File: src/rtl/minmax_pkg.sv
// Shared state encoding and width-generic compare helper for the stream min/max tracker.
package minmax_pkg;

    typedef enum logic {
        ST_ACCUM = 1'b0,
        ST_HOLD  = 1'b1
    } state_t;

    // Operands are extended to this width by the caller, so the helper does not depend on WIDTH.
    localparam int CMP_W = 64;

    function automatic logic cmp_lt(input logic [CMP_W-1:0] a,
                                    input logic [CMP_W-1:0] b,
                                    input logic             sgn);
        if (sgn) return $signed(a) < $signed(b);
        return a < b;
    endfunction

endpackage

File: src/rtl/minmax_cmp.sv
// Combinational signed/unsigned magnitude compare of two WIDTH-bit samples (WIDTH <= 64).
module minmax_cmp
    import minmax_pkg::*;
#(
    parameter int WIDTH = 8
) (
    input  logic [WIDTH-1:0] i_a,
    input  logic [WIDTH-1:0] i_b,
    input  logic             i_signed_mode,
    output logic             o_lt,
    output logic             o_gt
);

    logic [CMP_W-1:0] w_a;
    logic [CMP_W-1:0] w_b;

    // Sign-extend only in signed mode so the wide compare matches a WIDTH-bit compare.
    generate
        if (WIDTH < CMP_W) begin : g_ext
            assign w_a = {{(CMP_W-WIDTH){i_signed_mode & i_a[WIDTH-1]}}, i_a};
            assign w_b = {{(CMP_W-WIDTH){i_signed_mode & i_b[WIDTH-1]}}, i_b};
        end else begin : g_full
            assign w_a = i_a;
            assign w_b = i_b;
        end
    endgenerate

    assign o_lt = cmp_lt(w_a, w_b, i_signed_mode);
    assign o_gt = cmp_lt(w_b, w_a, i_signed_mode);

endmodule

File: src/rtl/stream_min_tracker.sv
// Per-frame running minimum (and index) over a valid/ready sample stream.
// Define MINTRACK_MAX_EN to also track the maximum and expose m_max / m_max_idx.
module stream_min_tracker
    import minmax_pkg::*;
#(
    parameter  int WIDTH   = 8,
    parameter  int MAX_LEN = 16,
    parameter  int SIGNED  = 0,
    localparam int IW      = (MAX_LEN > 1) ? $clog2(MAX_LEN) : 1,
    localparam int CW      = $clog2(MAX_LEN + 1)
) (
    input  logic             clk,
    input  logic             rst_n,
    input  logic             s_valid,
    output logic             s_ready,
    input  logic [WIDTH-1:0] s_data,
    input  logic             s_last,
    output logic             m_valid,
    input  logic             m_ready,
    output logic [WIDTH-1:0] m_min,
    output logic [IW-1:0]    m_idx,
    output logic [CW-1:0]    m_count
`ifdef MINTRACK_MAX_EN
    ,
    output logic [WIDTH-1:0] m_max,
    output logic [IW-1:0]    m_max_idx
`endif
);

    localparam logic SGN_MODE = (SIGNED != 0);

    logic [1:0]       r_rst_sync;
    logic             w_rst_n;
    state_t           r_state;
    state_t           w_state_nxt;
    logic [CW-1:0]    r_cnt;
    logic [CW-1:0]    w_cnt_inc;
    logic [IW-1:0]    w_beat_idx;
    logic             w_accept;
    logic             w_first;
    logic             w_close;

    logic [WIDTH-1:0] r_acc_min;
    logic [IW-1:0]    r_acc_min_idx;
    logic             w_min_lt;
    logic             w_unused_min_gt;
    logic             w_min_take;
    logic [WIDTH-1:0] w_min_nxt;
    logic [IW-1:0]    w_min_idx_nxt;

    // Reset asserts immediately but releases on a clock edge.
    always_ff @(posedge clk or negedge rst_n) begin
        if (!rst_n) r_rst_sync <= 2'b00;
        else        r_rst_sync <= {r_rst_sync[0], 1'b1};
    end
    assign w_rst_n = r_rst_sync[1];

    assign w_accept   = s_valid & s_ready;
    assign w_first    = (r_cnt == '0);
    assign w_cnt_inc  = r_cnt + CW'(1);
    assign w_beat_idx = r_cnt[IW-1:0];
    assign w_close    = w_accept & (s_last | (w_cnt_inc == CW'(MAX_LEN)));

    minmax_cmp #(.WIDTH(WIDTH)) u_min_cmp (
        .i_a           (s_data),
        .i_b           (r_acc_min),
        .i_signed_mode (SGN_MODE),
        .o_lt          (w_min_lt),
        .o_gt          (w_unused_min_gt)
    );

    // Strict compare keeps the earliest index on ties.
    assign w_min_take    = w_first | w_min_lt;
    assign w_min_nxt     = w_min_take ? s_data     : r_acc_min;
    assign w_min_idx_nxt = w_min_take ? w_beat_idx : r_acc_min_idx;

`ifdef MINTRACK_MAX_EN
    logic [WIDTH-1:0] r_acc_max;
    logic [IW-1:0]    r_acc_max_idx;
    logic             w_max_gt;
    logic             w_unused_max_lt;
    logic             w_max_take;
    logic [WIDTH-1:0] w_max_nxt;
    logic [IW-1:0]    w_max_idx_nxt;

    minmax_cmp #(.WIDTH(WIDTH)) u_max_cmp (
        .i_a           (s_data),
        .i_b           (r_acc_max),
        .i_signed_mode (SGN_MODE),
        .o_lt          (w_unused_max_lt),
        .o_gt          (w_max_gt)
    );

    assign w_max_take    = w_first | w_max_gt;
    assign w_max_nxt     = w_max_take ? s_data     : r_acc_max;
    assign w_max_idx_nxt = w_max_take ? w_beat_idx : r_acc_max_idx;
`endif

    always_ff @(posedge clk or negedge w_rst_n) begin
        if (!w_rst_n) r_state <= ST_ACCUM;
        else          r_state <= w_state_nxt;
    end

    always_comb begin
        w_state_nxt = r_state;
        s_ready     = 1'b0;
        m_valid     = 1'b0;
        case (r_state)
            ST_ACCUM: begin
                s_ready = 1'b1;
                if (w_close) w_state_nxt = ST_HOLD;
            end
            ST_HOLD: begin
                m_valid = 1'b1;
                if (m_ready) w_state_nxt = ST_ACCUM;
            end
            default: w_state_nxt = ST_ACCUM;
        endcase
    end

    // The beat counter clears at close; no beats are accepted while holding.
    always_ff @(posedge clk or negedge w_rst_n) begin
        if (!w_rst_n) begin
            r_cnt         <= '0;
            r_acc_min     <= '0;
            r_acc_min_idx <= '0;
            m_min         <= '0;
            m_idx         <= '0;
            m_count       <= '0;
`ifdef MINTRACK_MAX_EN
            r_acc_max     <= '0;
            r_acc_max_idx <= '0;
            m_max         <= '0;
            m_max_idx     <= '0;
`endif
        end else if (w_accept) begin
            if (w_close) begin
                r_cnt     <= '0;
                m_min     <= w_min_nxt;
                m_idx     <= w_min_idx_nxt;
                m_count   <= w_cnt_inc;
`ifdef MINTRACK_MAX_EN
                m_max     <= w_max_nxt;
                m_max_idx <= w_max_idx_nxt;
`endif
            end else begin
                r_cnt         <= w_cnt_inc;
                r_acc_min     <= w_min_nxt;
                r_acc_min_idx <= w_min_idx_nxt;
`ifdef MINTRACK_MAX_EN
                r_acc_max     <= w_max_nxt;
                r_acc_max_idx <= w_max_idx_nxt;
`endif
            end
        end
    end

endmodule

File: config.mk
export PLATFORM = sky130hd
export DESIGN_NAME = stream_min_tracker
export DESIGN_NICKNAME = d
export VERILOG_FILES = /design/src/rtl/minmax_pkg.sv /design/src/rtl/minmax_cmp.sv /design/src/rtl/stream_min_tracker.sv
export SDC_FILE = /design/constraint.sdc
export NUM_CORES = 1
export LEC_CHECK = 0
export ABC_AREA = 1
export CAP_MARGIN = 20
export CORE_ASPECT_RATIO = 0.75
export CORE_UTILIZATION = 43
export CTS_BUF_LIST = sky130_fd_sc_hd__clkbuf_4 sky130_fd_sc_hd__clkbuf_8
export CTS_CLUSTER_DIAMETER = 150
export DETAILED_ROUTE_END_ITERATION = 7
export GPL_TIMING_DRIVEN = 0
export PLACE_DENSITY = 0.69
export RECOVER_POWER = 25
export SYNTH_ARGS = -nofsm -noshare
export SYNTH_HDL_FRONTEND = slang
export SYNTH_SLANG_ARGS = --single-unit
File: constraint.sdc
create_clock -name clk -period 1.3 [get_ports clk]
set_clock_uncertainty 0.1 [all_clocks]
set_input_delay 0.325 -clock clk [delete_from_list [all_inputs] [get_ports clk]]
set_output_delay 0.325 -clock clk [all_outputs]
set_load 0.05 [all_outputs]
Yosys cells after proc, flatten, opt, wreduce, memory -nomap -nowiden
Index checks and enable logic that the tools add are counted.
{"block": "word_totals", "regBits": 37, "input_bits": 13, "out_inout_bits": 19, "elab_cells": 28}
{"block": "op_classes", "n_addsub": 1, "n_lt_le_gt_ge": 1, "eq_ne": 1, "n_mux": 8, "bitwise_logic": 6, "n_reduce_logical": 3}
{"op": "$lt 8x8->1", "n": 1}
{"op": "$mux 8", "n": 1}
{"op": "$add 5x1->5 const B", "n": 1}
{"op": "$eq 5x5->1 const B", "n": 1}
{"op": "$logic_not 5->1", "n": 1}
{"op": "$mux 5", "n": 1}
{"op": "$mux 1", "n": 4}
{"op": "$mux 4", "n": 1}
{"op": "$reduce_and 2->1", "n": 2}
{"op": "$and 1x1->1", "n": 2}
{"op": "$not 1->1", "n": 2}
{"op": "$or 1x1->1", "n": 2}
{"op": "$pmux 1 s2", "n": 1}

Depth between registers and ports, before layout
{"block": "depth", "ltp_word": 6, "ltp_mapped": 13, "mapped_depth_nobuf": 12}

Modules after synthesis
Synthesis repeated with hierarchy kept, for this count alone.
{"block": "hier_totals", "cells_unflattened": 297, "area_unflattened_um2": 2208.4}
{"mod": "stream_min_tracker", "n_inst": 1, "cells_each": 223, "area_each_um2": 1789.2, "seq_area_each_um2": 925.9}
{"mod": "minmax_cmp", "n_inst": 1, "cells_each": 74, "area_each_um2": 419.2, "seq_area_each_um2": 0.0}

Worst setup path before layout
No wires, ideal clock.
{"block": "synth_path", "path_kind": "register to register", "startpoint": "register r_state", "endpoint": "register r_acc_min[7]", "setup_time_ps": 118, "t_arrival_ps": 1723, "t_required_ps": 1082, "path_slack_ps": -641, "path_stages_with_launch": 8, "n_path_buf": 1, "period_less_slack_ps": 1941, "path_cell_list": "dfrtp_1 -> inv_1 -> nand2_1 -> inv_1 -> nand3_4 -> buf_2 -> nand2_1 -> nand2_1"}
{"block": "synth_between", "elab_chain_cells": 5}
{"item": "start: declaration", "line": "stream_min_tracker.sv:34", "source": "state_t r_state;"}
{"item": "start signal: assignment", "line": "stream_min_tracker.sv:101", "source": "else r_state <= w_state_nxt;"}
{"item": "$mux 1 *", "line": "stream_min_tracker.sv:108", "source": "case (r_state)"}
{"item": "via s_ready", "line": "stream_min_tracker.sv:15", "source": "output logic s_ready,"}
{"item": "$and 1x1->1 *", "line": "stream_min_tracker.sv:58", "source": "assign w_accept = s_valid & s_ready;"}
{"item": "$and 1x1->1", "line": "stream_min_tracker.sv:62", "source": "assign w_close = w_accept & (s_last | (w_cnt_inc == CW'(MAX_LEN)));"}
{"item": "$not 1->1 (no line)"}
{"item": "$reduce_and 2->1 (no line) *"}
{"item": "end signal: assignment", "line": "stream_min_tracker.sv:148", "source": "r_acc_min <= w_min_nxt;"}
{"item": "end: declaration", "line": "stream_min_tracker.sv:43", "source": "logic [WIDTH-1:0] r_acc_min;"}
The timed path passes the listed nets; every way through them passes the cells marked *.
A chain may end at the register's enable or synchronous reset.

Worst setup path after layout
{"block": "layout_path", "startpoint": "register r_cnt[0]", "endpoint": "register m_min[6]"}
{"block": "layout_between", "elab_chain_cells": 5, "word_cells_on_any_way": 8, "classes_between": "1 x add/sub; 1 x eq/ne; 1 x mux; 3 x bitwise; 2 x reduce/logical"}
{"item": "start: declaration", "line": "stream_min_tracker.sv:36", "source": "logic [CW-1:0] r_cnt;"}
{"item": "start signal: assignment", "line": "stream_min_tracker.sv:147", "source": "r_cnt <= w_cnt_inc;"}
{"item": "$add 5x1->5", "line": "stream_min_tracker.sv:60", "source": "assign w_cnt_inc = r_cnt + CW'(1);"}
{"item": "$eq 5x5->1", "line": "stream_min_tracker.sv:62"}
{"item": "$or 1x1->1", "line": "stream_min_tracker.sv:62"}
{"item": "$and 1x1->1", "line": "stream_min_tracker.sv:62"}
{"item": "$reduce_and 2->1 (no line)"}
{"item": "end signal: assignment", "line": "stream_min_tracker.sv:139", "source": "m_min <= w_min_nxt;"}
{"item": "end: declaration", "line": "stream_min_tracker.sv:20", "source": "output logic [WIDTH-1:0] m_min,"}
Several ways; a longest one is shown, not always the timed one.

==> flow_summary_export.csv <==
group,metric,value,unit
status,status,"complete, but fails checks",
status,violations,"negative setup slack",
floorplan,initial_core_util,0.4602,
placed_design,dpl.hpwl,2.835,mm
detailed_routing,highest_layer,"met4",
critical_path,path_buf_inv,2,
logic_synthesis,syn_inst,237,
logic_synthesis,synth.avg_cell_area,8.067,µm²
detailed_routing,dr_total_vias,1873,
detailed_routing,drtPass1Iterations,4,
floorplan,dieHeight,59.75,µm
logic_synthesis,yosysTopAreaCell,"dfrtp_1",
logic_synthesis,synth_top_area_frac,0.4843,
floorplan,rows,20,
detailed_routing,wl_met3,290,µm
grt,grt_max_degree,36,
layout,area_growth,65.84,%
power_and_ir_drop,peakVddDrop,0.001262,V
sta,rsz0062_at_grt,"yes",
detailed_routing,met2RoutedLength,2.859,mm
floorplan,die_area,4720,µm²
grt,grt-ovfl-total,0,
logic_synthesis,yosys-top-cells-area,"dfrtp_1 (48%), nand2_1 (16%), nand3_1 (9.7%), ha_1 (6.5%), inv_1 (6.5%)",
grt,track_usage,0.2330,
cts,hold_buffers,0,
critical_path,path_class,"flop to flop",
logic_synthesis,syn_area,1912,µm²
critical_path,rr_worst_depth,10,
grt,grt_antenna_before_repair,0,
sta,max_slew_margin,0.4845,
logic_synthesis,synthTopCellsByCount,"nand2_1 (83), dfrtp_1 (37), nand3_1 (37)",
sta,period_minus_slack,1870,ps
critical_path,critPathSlowestCell,"dfrtp_2",
detailed_routing,ant_nets,0,
power_and_ir_drop,sequentialPowerShare,0.277,
power_and_ir_drop,p_clk_frac,0.125,
critical_path,endpoint_kind,"flop",
detailed_routing,drc,0,
layout,n_antenna_cell,0,
critical_path,crit_chain,"ha_4, xor2_2, nor2_1, nand3_2, nand2_4, nand2_8, inv_8, buf_8, nand3_2, nand2_1",
sta,setup_tns,-17500,ps
logic_synthesis,synth_edf_count,0,
cts,htree_levels,2,
sta,setup_ws,-569.5,ps
cts,cts_buffer_depth,2,
min_path,hp-class,"input pin to async pin",
sta,final_hold_viol_count,0,
power_and_ir_drop,power,6.658,mW
logic_synthesis,ys_async_sr_fraction,1.000,
power_and_ir_drop,power.share.switching,0.4686,
cts,cts_tree,"built",
sta,slew_violations,0,
cts,cts_sinks,37,
detailed_routing,wl_met1,2.579,mm
power_and_ir_drop,powerDensity,2100,nW/µm²
sta,fin_crit_sh,1.438,
placed_design,io_buffer_count,31,
sta,tightest_slew,773.2,ps
detailed_routing,wl,5.903,mm
critical_path,cp_common_cell,"nand3_2",
detailed_routing,first_iter_violations,107,
logic_synthesis,synth-seq-cells,37,
placed_design,dp_slack,-1011,ps
floorplan,die_w,79.00,µm
logic_synthesis,synth_flop_cell,"dfrtp_1",
cts,clock-root-buffer,"clkbuf_8",
sta,finalSetupViolations,37,
placed_design,place_congestion,0.8082,
layout,fillers,277,
critical_path,crit_required,1430,ps
critical_path,arrival,2000,ps
layout,drive_gt1_frac,0.5083,
floorplan,ioPinCount,32,
detailed_routing,vias_per_cell,5.261,
cts,clock_latency,290,ps
logic_synthesis,ys_types,24,
logic_synthesis,seq_area_frac_synth,0.4843,
power_and_ir_drop,p_leak,1.590,nW
critical_path,cp_top_family,"simple AND/OR/NAND/NOR gates",
sta,fmax,534.9,MHz
power_and_ir_drop,combPwrFrac,0.598,
power_and_ir_drop,power.internal,3.538,mW
critical_path,slowest_delay,450,ps
cts,cts_inserted_buffers,5,
logic_synthesis,syn_nets,260,
flow_run,maxCapViolCount,0,
floorplan,core_area,4154,µm²
critical_path,critPathMaxFanout,7,
critical_path,setup.worst_path.start_class,"flop",
logic_synthesis,yosysMostFrequentCell,"nand2_1",
logic_synthesis,yosys_warnings,0,
grt,grt_pass1_vias,1679,
grt,grt_pass1_wl,8.073,mm
layout,layout.nets,324,
detailed_routing,wire_per_inst,16.58,µm
critical_path,crit_cells,10,
power_and_ir_drop,power_switching,3.120,mW
cts,clk_pin_slew,70,ps
## per-stage QoR
| step | std cells | hold slack [ps] | area, µm² | util |
|---|---|---|---|---|
| final | 356 | 163.5 | 3171 | 0.7633 |
| after global routing | 356 | 165.3 | 3171 | 0.7633 |
| after CTS | 349 | 96.97 | 2693 | 0.6482 |
| after detailed placement | 323 | 234.6 | 2317 | 0.5578 |
| after global placement | 323 | 233.1 | 2316 | 0.5575 |
| after floorplan | 237 | -70.59 | 1937 | - |
## state kept, by name, summed over array words and instances (netlist names)
register / flops
m_count: 5
m_idx: 4
m_min: 8
r_acc_min: 8
r_acc_min_idx: 4
r_cnt: 5
r_rst_sync: 2
r_state: 1
## layout make-up
cell class | count | area [µm²] | area share
buffer | 8 | 112.6 | 0.03552
timing repair buffer | 57 | 605.6 | 0.1910
inverter | 36 | 148.9 | 0.04696
tap | 55 | 68.82 | 0.02170
clock buffer | 7 | 90.09 | 0.02841
sequential | 37 | 929.6 | 0.2932
multi-input combinational | 156 | 1215 | 0.3832
## power by group through the flow
stage | clock [mW] | combinational [mW] | sequential, mW
after detailed placement | 0 | 2.58 | 1.80
after global placement | 0 | 2.55 | 1.79
after global routing | 0.898 | 4.23 | 1.89
after CTS | 0.837 | 3.00 | 1.80
final | 0.833 | 3.98 | 1.84
after floorplan | 0 | 1.13 | 2.48
## logic make-up (layout without fill, tap and decap cells)
family          count (synthesis)  after routing  synth area share
flops                          37             37            0.4843
fa+ha+maj                      10             10           0.06545
simple gates                  130            130            0.2984
compound gates                 13             13           0.03665
buf+inv                        44            108            0.1001
xor+xnor                        2              2           0.01309
other cells                     1              1          0.001961
## worst register-to-register path, delay by kind of cell (launching register included)
family | cells | cell delay [ps]
DFF | 1 | 450
buffers and inverters | 2 | 250
xor gates and xnor gates | 1 | 150
adders and majority gates | 1 | 190
and+or+nand+nor | 6 | 670
## cells in the final DEF, fill, tap and decap left out, drive strengths merged
cell type / n
dlygate4sd2: 4
o21ai: 7
nand2: 85
clkbuf: 9
nor3: 1
clkinvlp: 1
buf: 51
xor2: 2
o22ai: 4
dlygate4sd3: 1
nand4: 2
nand3: 39
a21oi: 2
ha: 10
nor2: 3
clkdlybuf4s50: 4
dlymetal6s2s: 3
inv: 35
dfrtp: 37
conb: 1
## layer usage
metal	GRT usage	up-vias
met4	0.06494	0
met3	0.04733	26
met5	0	-
met2	0.3732	65
met1	0.3242	910
li1	-	872
## path summary, 6_finish.rpt
path | startpoint | endpoint | slack, ps
setup / recovery | r_cnt[0] | m_min[6] | -570
hold / removal | rst_n | r_rst_sync[0] | 160
setup reg to reg | r_cnt[0] | m_min[6] | -570
hold reg to reg | r_rst_sync[1] | r_acc_min_idx[3] | 240
max in group asynchronous | r_rst_sync[1] | r_state | 310
min in group clk | r_rst_sync[0] | r_rst_sync[1] | 250
## repair_timing
item | 4_1_cts | 5_1_grt
cloned | 4 | 2
endpoints found under the hold margin | 0 | 0
pin swaps | 9 | 38
setup endpoints to repair | 54 | 50
gates resized for setup | 160 | 108
setup buffers | 15 | 10
(Power assumes the default switching activity.)
